==> config.mk <==
export PLATFORM = sky130hd
export DESIGN_NAME = vid_timing_gen
export DESIGN_NICKNAME = d
export VERILOG_FILES = /design/src/rtl/vtg_pkg.sv /design/src/rtl/vtg_delay_line.sv /design/src/rtl/vid_timing_gen.sv
export SDC_FILE = /design/constraint.sdc
export NUM_CORES = 1
export LEC_CHECK = 0
export CAP_MARGIN = 30
export CORE_ASPECT_RATIO = 1.75
export CORE_UTILIZATION = 40
export CTS_CLUSTER_SIZE = 10
export DETAILED_ROUTE_END_ITERATION = 10
export HOLD_SLACK_MARGIN = 0.06
export PLACE_DENSITY = 0.63
export SLEW_MARGIN = 20
export SYNTH_ARGS = -nofsm -noshare
export SYNTH_HDL_FRONTEND = slang
export SYNTH_SLANG_ARGS = --single-unit
==> constraint.sdc <==
create_clock -name vout_clk -period 3.3 [get_ports vout_clk]
set_input_delay 0.495 -clock vout_clk [delete_from_list [all_inputs] [get_ports vout_clk]]
set_output_delay 0.495 -clock vout_clk [all_outputs]
set_load 0.02 [all_outputs]
==> src/rtl/vtg_pkg.sv <==
// Shared constants, default raster parameters and FSM state type for the
// video timing generator.
package vtg_pkg;

    localparam int CNT_W = 13;

    localparam int H_NUM_DEF  = 1920;
    localparam int H_FP_DEF   = 88;
    localparam int H_SYNC_DEF = 44;
    localparam int H_BP_DEF   = 148;
    localparam int V_NUM_DEF  = 1080;
    localparam int V_FP_DEF   = 4;
    localparam int V_SYNC_DEF = 5;
    localparam int V_BP_DEF   = 36;

    function automatic int vtg_total(input int sync_w, input int bp, input int act, input int fp);
        return sync_w + bp + act + fp;
    endfunction

    localparam int H_TOT = vtg_total(H_SYNC_DEF, H_BP_DEF, H_NUM_DEF, H_FP_DEF);
    localparam int V_TOT = vtg_total(V_SYNC_DEF, V_BP_DEF, V_NUM_DEF, V_FP_DEF);

    typedef enum logic {
        WAIT_INIT = 1'b0,
        RUN       = 1'b1
    } vtg_state_t;

endpackage

==> src/rtl/vtg_delay_line.sv <==
// Parameterised shift register with synchronous clear; DEPTH=0 is a
// straight wire.
module vtg_delay_line #(
    parameter int WIDTH = 1,
    parameter int DEPTH = 2
) (
    input  logic             clk,
    input  logic             srst,
    input  logic [WIDTH-1:0] i_data,
    output logic [WIDTH-1:0] o_data
);

    generate
        if (DEPTH == 0) begin : g_bypass
            logic w_unused_ok;
            assign w_unused_ok = &{1'b0, clk, srst};
            assign o_data      = i_data;
        end else begin : g_shift
            logic [WIDTH-1:0] r_stage [DEPTH];
            for (genvar gi = 0; gi < DEPTH; gi++) begin : g_stage
                if (gi == 0) begin : g_first
                    always_ff @(posedge clk) begin
                        if (srst) r_stage[gi] <= '0;
                        else      r_stage[gi] <= i_data;
                    end
                end else begin : g_next
                    always_ff @(posedge clk) begin
                        if (srst) r_stage[gi] <= '0;
                        else      r_stage[gi] <= r_stage[gi-1];
                    end
                end
            end
            assign o_data = r_stage[DEPTH-1];
        end
    endgenerate

endmodule

==> src/rtl/vid_timing_gen.sv <==
// Raster timing generator for the vout_clk domain. Optional frame counter
// output is enabled by defining VTG_FRAME_CNT_EN.
module vid_timing_gen
    import vtg_pkg::*;
#(
    parameter int H_NUM  = H_NUM_DEF,
    parameter int H_FP   = H_FP_DEF,
    parameter int H_SYNC = H_SYNC_DEF,
    parameter int H_BP   = H_BP_DEF,
    parameter int V_NUM  = V_NUM_DEF,
    parameter int V_FP   = V_FP_DEF,
    parameter int V_SYNC = V_SYNC_DEF,
    parameter int V_BP   = V_BP_DEF,
    parameter int DE_LAT = 2
) (
    input  logic             vout_clk,
    input  logic             vout_rst,
    input  logic             init_done,
    output logic             rd_fsync,
    output logic             rd_en,
    output logic [CNT_W-1:0] act_x,
    output logic [CNT_W-1:0] act_y,
    output logic             hs_out,
`ifdef VTG_FRAME_CNT_EN
    output logic [7:0]       frame_cnt,
`endif
    output logic             vs_out
);

    localparam int LINE_TOT  = vtg_total(H_SYNC, H_BP, H_NUM, H_FP);
    localparam int FRAME_TOT = vtg_total(V_SYNC, V_BP, V_NUM, V_FP);

    localparam logic [CNT_W-1:0] H_LAST      = CNT_W'(LINE_TOT - 1);
    localparam logic [CNT_W-1:0] V_LAST      = CNT_W'(FRAME_TOT - 1);
    localparam logic [CNT_W-1:0] H_SYNC_END  = CNT_W'(H_SYNC);
    localparam logic [CNT_W-1:0] V_SYNC_END  = CNT_W'(V_SYNC);
    localparam logic [CNT_W-1:0] H_ACT_START = CNT_W'(H_SYNC + H_BP);
    localparam logic [CNT_W-1:0] H_ACT_END   = CNT_W'(H_SYNC + H_BP + H_NUM);
    localparam logic [CNT_W-1:0] V_ACT_START = CNT_W'(V_SYNC + V_BP);
    localparam logic [CNT_W-1:0] V_ACT_END   = CNT_W'(V_SYNC + V_BP + V_NUM);

    vtg_state_t       r_state, w_state_next;
    logic             r_init_meta, r_init_sync;
    logic [CNT_W-1:0] r_h_cnt, r_v_cnt, w_h_next, w_v_next;
    logic             w_run, w_h_last, w_v_last, w_de, w_hs, w_vs;
    logic [1:0]       w_sync_dly;
    logic             r_rd_en, r_rd_fsync, r_hs_out, r_vs_out;
    logic [CNT_W-1:0] r_act_x, r_act_y;

    // init_done comes from the DDR controller's clock domain
    always_ff @(posedge vout_clk) begin
        if (vout_rst) begin
            r_init_meta <= 1'b0;
            r_init_sync <= 1'b0;
        end else begin
            r_init_meta <= init_done;
            r_init_sync <= r_init_meta;
        end
    end

    always_ff @(posedge vout_clk) begin
        if (vout_rst) begin
            r_state <= WAIT_INIT;
            r_h_cnt <= '0;
            r_v_cnt <= '0;
        end else begin
            r_state <= w_state_next;
            r_h_cnt <= w_h_next;
            r_v_cnt <= w_v_next;
        end
    end

    assign w_run    = (r_state == RUN);
    assign w_h_last = (r_h_cnt == H_LAST);
    assign w_v_last = (r_v_cnt == V_LAST);

    always_comb begin
        w_state_next = r_state;
        w_h_next     = r_h_cnt;
        w_v_next     = r_v_cnt;
        case (r_state)
            WAIT_INIT: begin
                w_h_next = '0;
                w_v_next = '0;
                if (r_init_sync) w_state_next = RUN;
            end
            RUN: begin
                if (w_h_last) begin
                    w_h_next = '0;
                    w_v_next = w_v_last ? '0 : r_v_cnt + 1'b1;
                end else begin
                    w_h_next = r_h_cnt + 1'b1;
                end
            end
            default: w_state_next = WAIT_INIT;
        endcase
    end

    assign w_de = w_run && (r_h_cnt >= H_ACT_START) && (r_h_cnt < H_ACT_END)
                        && (r_v_cnt >= V_ACT_START) && (r_v_cnt < V_ACT_END);
    assign w_hs = w_run && (r_h_cnt < H_SYNC_END);
    assign w_vs = w_run && (r_v_cnt < V_SYNC_END);

    // Sync is pre-delayed so it lands with the read buffer's returned pixels
    vtg_delay_line #(
        .WIDTH (2),
        .DEPTH (DE_LAT)
    ) u_sync_dly (
        .clk    (vout_clk),
        .srst   (vout_rst),
        .i_data ({w_vs, w_hs}),
        .o_data (w_sync_dly)
    );

    always_ff @(posedge vout_clk) begin
        if (vout_rst) begin
            r_rd_en    <= 1'b0;
            r_rd_fsync <= 1'b0;
            r_act_x    <= '0;
            r_act_y    <= '0;
            r_hs_out   <= 1'b0;
            r_vs_out   <= 1'b0;
        end else begin
            r_rd_en    <= w_de;
            r_rd_fsync <= w_vs;
            r_act_x    <= w_de ? (r_h_cnt - H_ACT_START) : '0;
            r_act_y    <= w_de ? (r_v_cnt - V_ACT_START) : '0;
            r_hs_out   <= w_sync_dly[0];
            r_vs_out   <= w_sync_dly[1];
        end
    end

    assign rd_en    = r_rd_en;
    assign rd_fsync = r_rd_fsync;
    assign act_x    = r_act_x;
    assign act_y    = r_act_y;
    assign hs_out   = r_hs_out;
    assign vs_out   = r_vs_out;

`ifdef VTG_FRAME_CNT_EN
    logic [7:0] r_frame_cnt;

    always_ff @(posedge vout_clk) begin
        if (vout_rst)                         r_frame_cnt <= '0;
        else if (w_run && w_h_last && w_v_last) r_frame_cnt <= r_frame_cnt + 1'b1;
    end

    assign frame_cnt = r_frame_cnt;
`endif

endmodule
==> flow_summary.ini <==
[status]
outcome = finished clean

[cts]
ctsRootBufferMaster = clkbuf_16
holdBufCountCts = 0
cts.path.max_buffers = 2
htreeDepth = 3
cts_tree = built
post_cts_resized = 0
cts_setup_buffers = 0
cts_sinks = 62
cts_buffers = 9
worstSkewPairLatency_ns = 0.33
clk_pin_slew_worst_paths_ns = 0.05

[yosys]
syn_nets = 332
yosysWarnings = 0
synth_edf_count = 0
synth_area_leaders = dfxtp_1 (44%), nor3_1 (5.2%), xnor2_1 (4.4%)
synth.distinct_cells = 44
yosysTopAreaCell = dfxtp_1
postSynthCellCount = 323
syn_avg_cell_area_um2 = 8.677
synthFlopType = dfxtp_1
post_synth_instance_area_mm2 = 0.002803
ys_seq_area_share_pct = 44.29
synth_top_area_share_pct = 44.29
synthArstFlopShare_pct = 0
synth-seq-cells = 62

[timing]
slew_headroom_pct = 44.98
report.final.slew_viol_count = 0
hold_viol_final = 0
grt_setup_unrepaired = no
worstMarginPinSlew_ns = 0.8190
fin_crit_ns = 2.532
fin_ws_ns = 0.7675
finClkSkew_ns = 0.003866
timing.fmax_ghz = 0.3949
setup_viol = 0
final.setup.tns_ns = 0
finalCritPeriodShare_pct = 76.74

[layout]
fillers = 672
final_common_cell = dfxtp_1
nets = 355
final_cells = 435
final_layout_size_suffix_gt1_share_pct = 7.407
num_antenna_cells = 0
most-common-layout-cells = dfxtp_1 (62), clkdlybuf4s50_1 (32), nor3_1 (29)
area_growth_pct = 24.46

[worst_setup_path]
end_kind = flop
cp.required_ns = 3.51
cp.arrival_ns = 2.74
path_max_fanout = 15
startpoint_type = flop
worstSetupPathType = flop to flop

[die]
initial_core_util_pct = 41.18
fp.dieArea_mm2 = 0.007358
dieWidth_um = 65.28
die_h_um = 112.7
core_area_mm2 = 0.006807
rows = 40
io_pins = 33

[placement]
placed_cells = 419
place_ws_ns = 0.7883
gp_congestion = 0.8374
post-dp-hpwl_um = 4791
io_buffers = 32

[worst_hold_path]
hp-class = flop to flop

[drt]
routed_wl_um = 6722
first_pass_iters = 4
wl_per_cell_um = 15.45
ant_nets = 0
vias = 2345
route.detailed.drc = 0
dr.first_iter.drc_count = 161
via_per_inst = 5.391

[pwr]
power_density_mw_per_mm2 = 520.0
peakVddDrop_uv = 296.3
leakage_nw = 1.183

[grt]
grt_pass1_vias = 2403
grt_max_degree = 16
antenna_found_initial = 0
overflow = 0
track_usage_pct = 20.39
grt_pass1_wl_um = 11270

[flow_run]
drv_cap = 0
-- layer usage --
metal | wire, µm | share of wire [%] | GRT usage, % | vias up
met5 | 0 | 0 | 0 | -
met4 | 193 | 2.9 | 12.46 | 0
met3 | 216 | 3.2 | 5.746 | 13
met2 | 3735 | 56 | 35.67 | 51
met1 | 2577 | 38 | 20.72 | 1087
li1 | - | - | - | 1194
-- area by class of cell --
class	instances	area, µm²	share of cell area, %
clock inverters	3	65.06	1.865
inverters	13	48.80	1.399
multi-input cells	221	1385	39.71
well taps	84	105.1	3.013
flip-flops and latches	62	1241	35.58
clock buffers	13	270.3	7.747
repair buffers	39	372.9	10.69
-- Yosys cell counts, drive strengths merged (6+ instances only) --
library cell and count:
clkbuf 20, nor2b 9, nor2 22, xor2 8, inv 13, ha 6
nand3 17, dfxtp 62, nand4 6, o31ai 6, nand2 17, or4 7
buf 7, o21ai 11, a21oi 16, xnor2 14, nor3 29, or3 9
-- worst max-delay path: stages (launching register included) --
cell       delay (ns)
dfxtp_1          0.51
ha_1             0.37
or3b_2           0.47
o211ai_1         0.28
o31ai_4          0.21
buf_4            0.24
a2111oi_0        0.34
-- state kept, by name (all words and copies together), names as in the netlist --
name / cells
rd_fsync: 1
u_sync_dly.g_shift.r_stage: 3
r_h_cnt: 13
rd_en: 1
r_init_sync: 1
r_v_cnt: 13
act_y: 13
vs_out: 1
hs_out: 1
r_init_meta: 1
act_x: 13
r_state: 1
-- path summary, 6_finish.rpt --
path	cells after the start	to	slack (ns)	from
hold reg to reg	2	r_state$_SDFF_PP0_	0.44	r_init_sync$_SDFF_PP0_
setup reg to reg	6	act_y[5]$_SDFF_PP0_	0.77	r_h_cnt[7]$_SDFF_PP0_
setup / recovery	6	act_y[5]$_SDFF_PP0_	0.77	r_h_cnt[7]$_SDFF_PP0_
hold / removal	2	r_state$_SDFF_PP0_	0.44	r_init_sync$_SDFF_PP0_
-- power by group --
part | total [mW] | switching, mW | internal [mW]
Combinational | 0.0235 | 0.0140 | 0.00942
Clock | 1.03 | 0.314 | 0.721
Sequential | 0.756 | 0.00253 | 0.754
-- cells by family (layout without fill, tap and decap cells) --
logic type	Yosys count	in the layout	synth area share [%]
AO/OA/AOI/OAI	51	51	11.92
XOR/XNOR	22	22	6.875
flip-flops	62	62	44.29
AND/OR/NAND/NOR	142	142	27.95
adder cells (fa/ha/maj)	6	6	2.679
buffers and inverters	40	68	6.294
-- through the flow --
step / power (mW) / hold slack [ns] / area, µm² / utilization (%)
after global routing: 1.872 / 0.4587 / 3488 / 51.25
after global placement: 0.7950 / 0.4226 / 3153 / 46.32
after CTS: 1.839 / 0.4500 / 3488 / 51.25
after detailed placement: 0.7952 / 0.4353 / 3153 / 46.32
final: 1.814 / 0.4383 / 3488 / 51.25
after floorplan: 0.7846 / 0.4114 / 2803 / -
(Power assumes the default switching activity.)
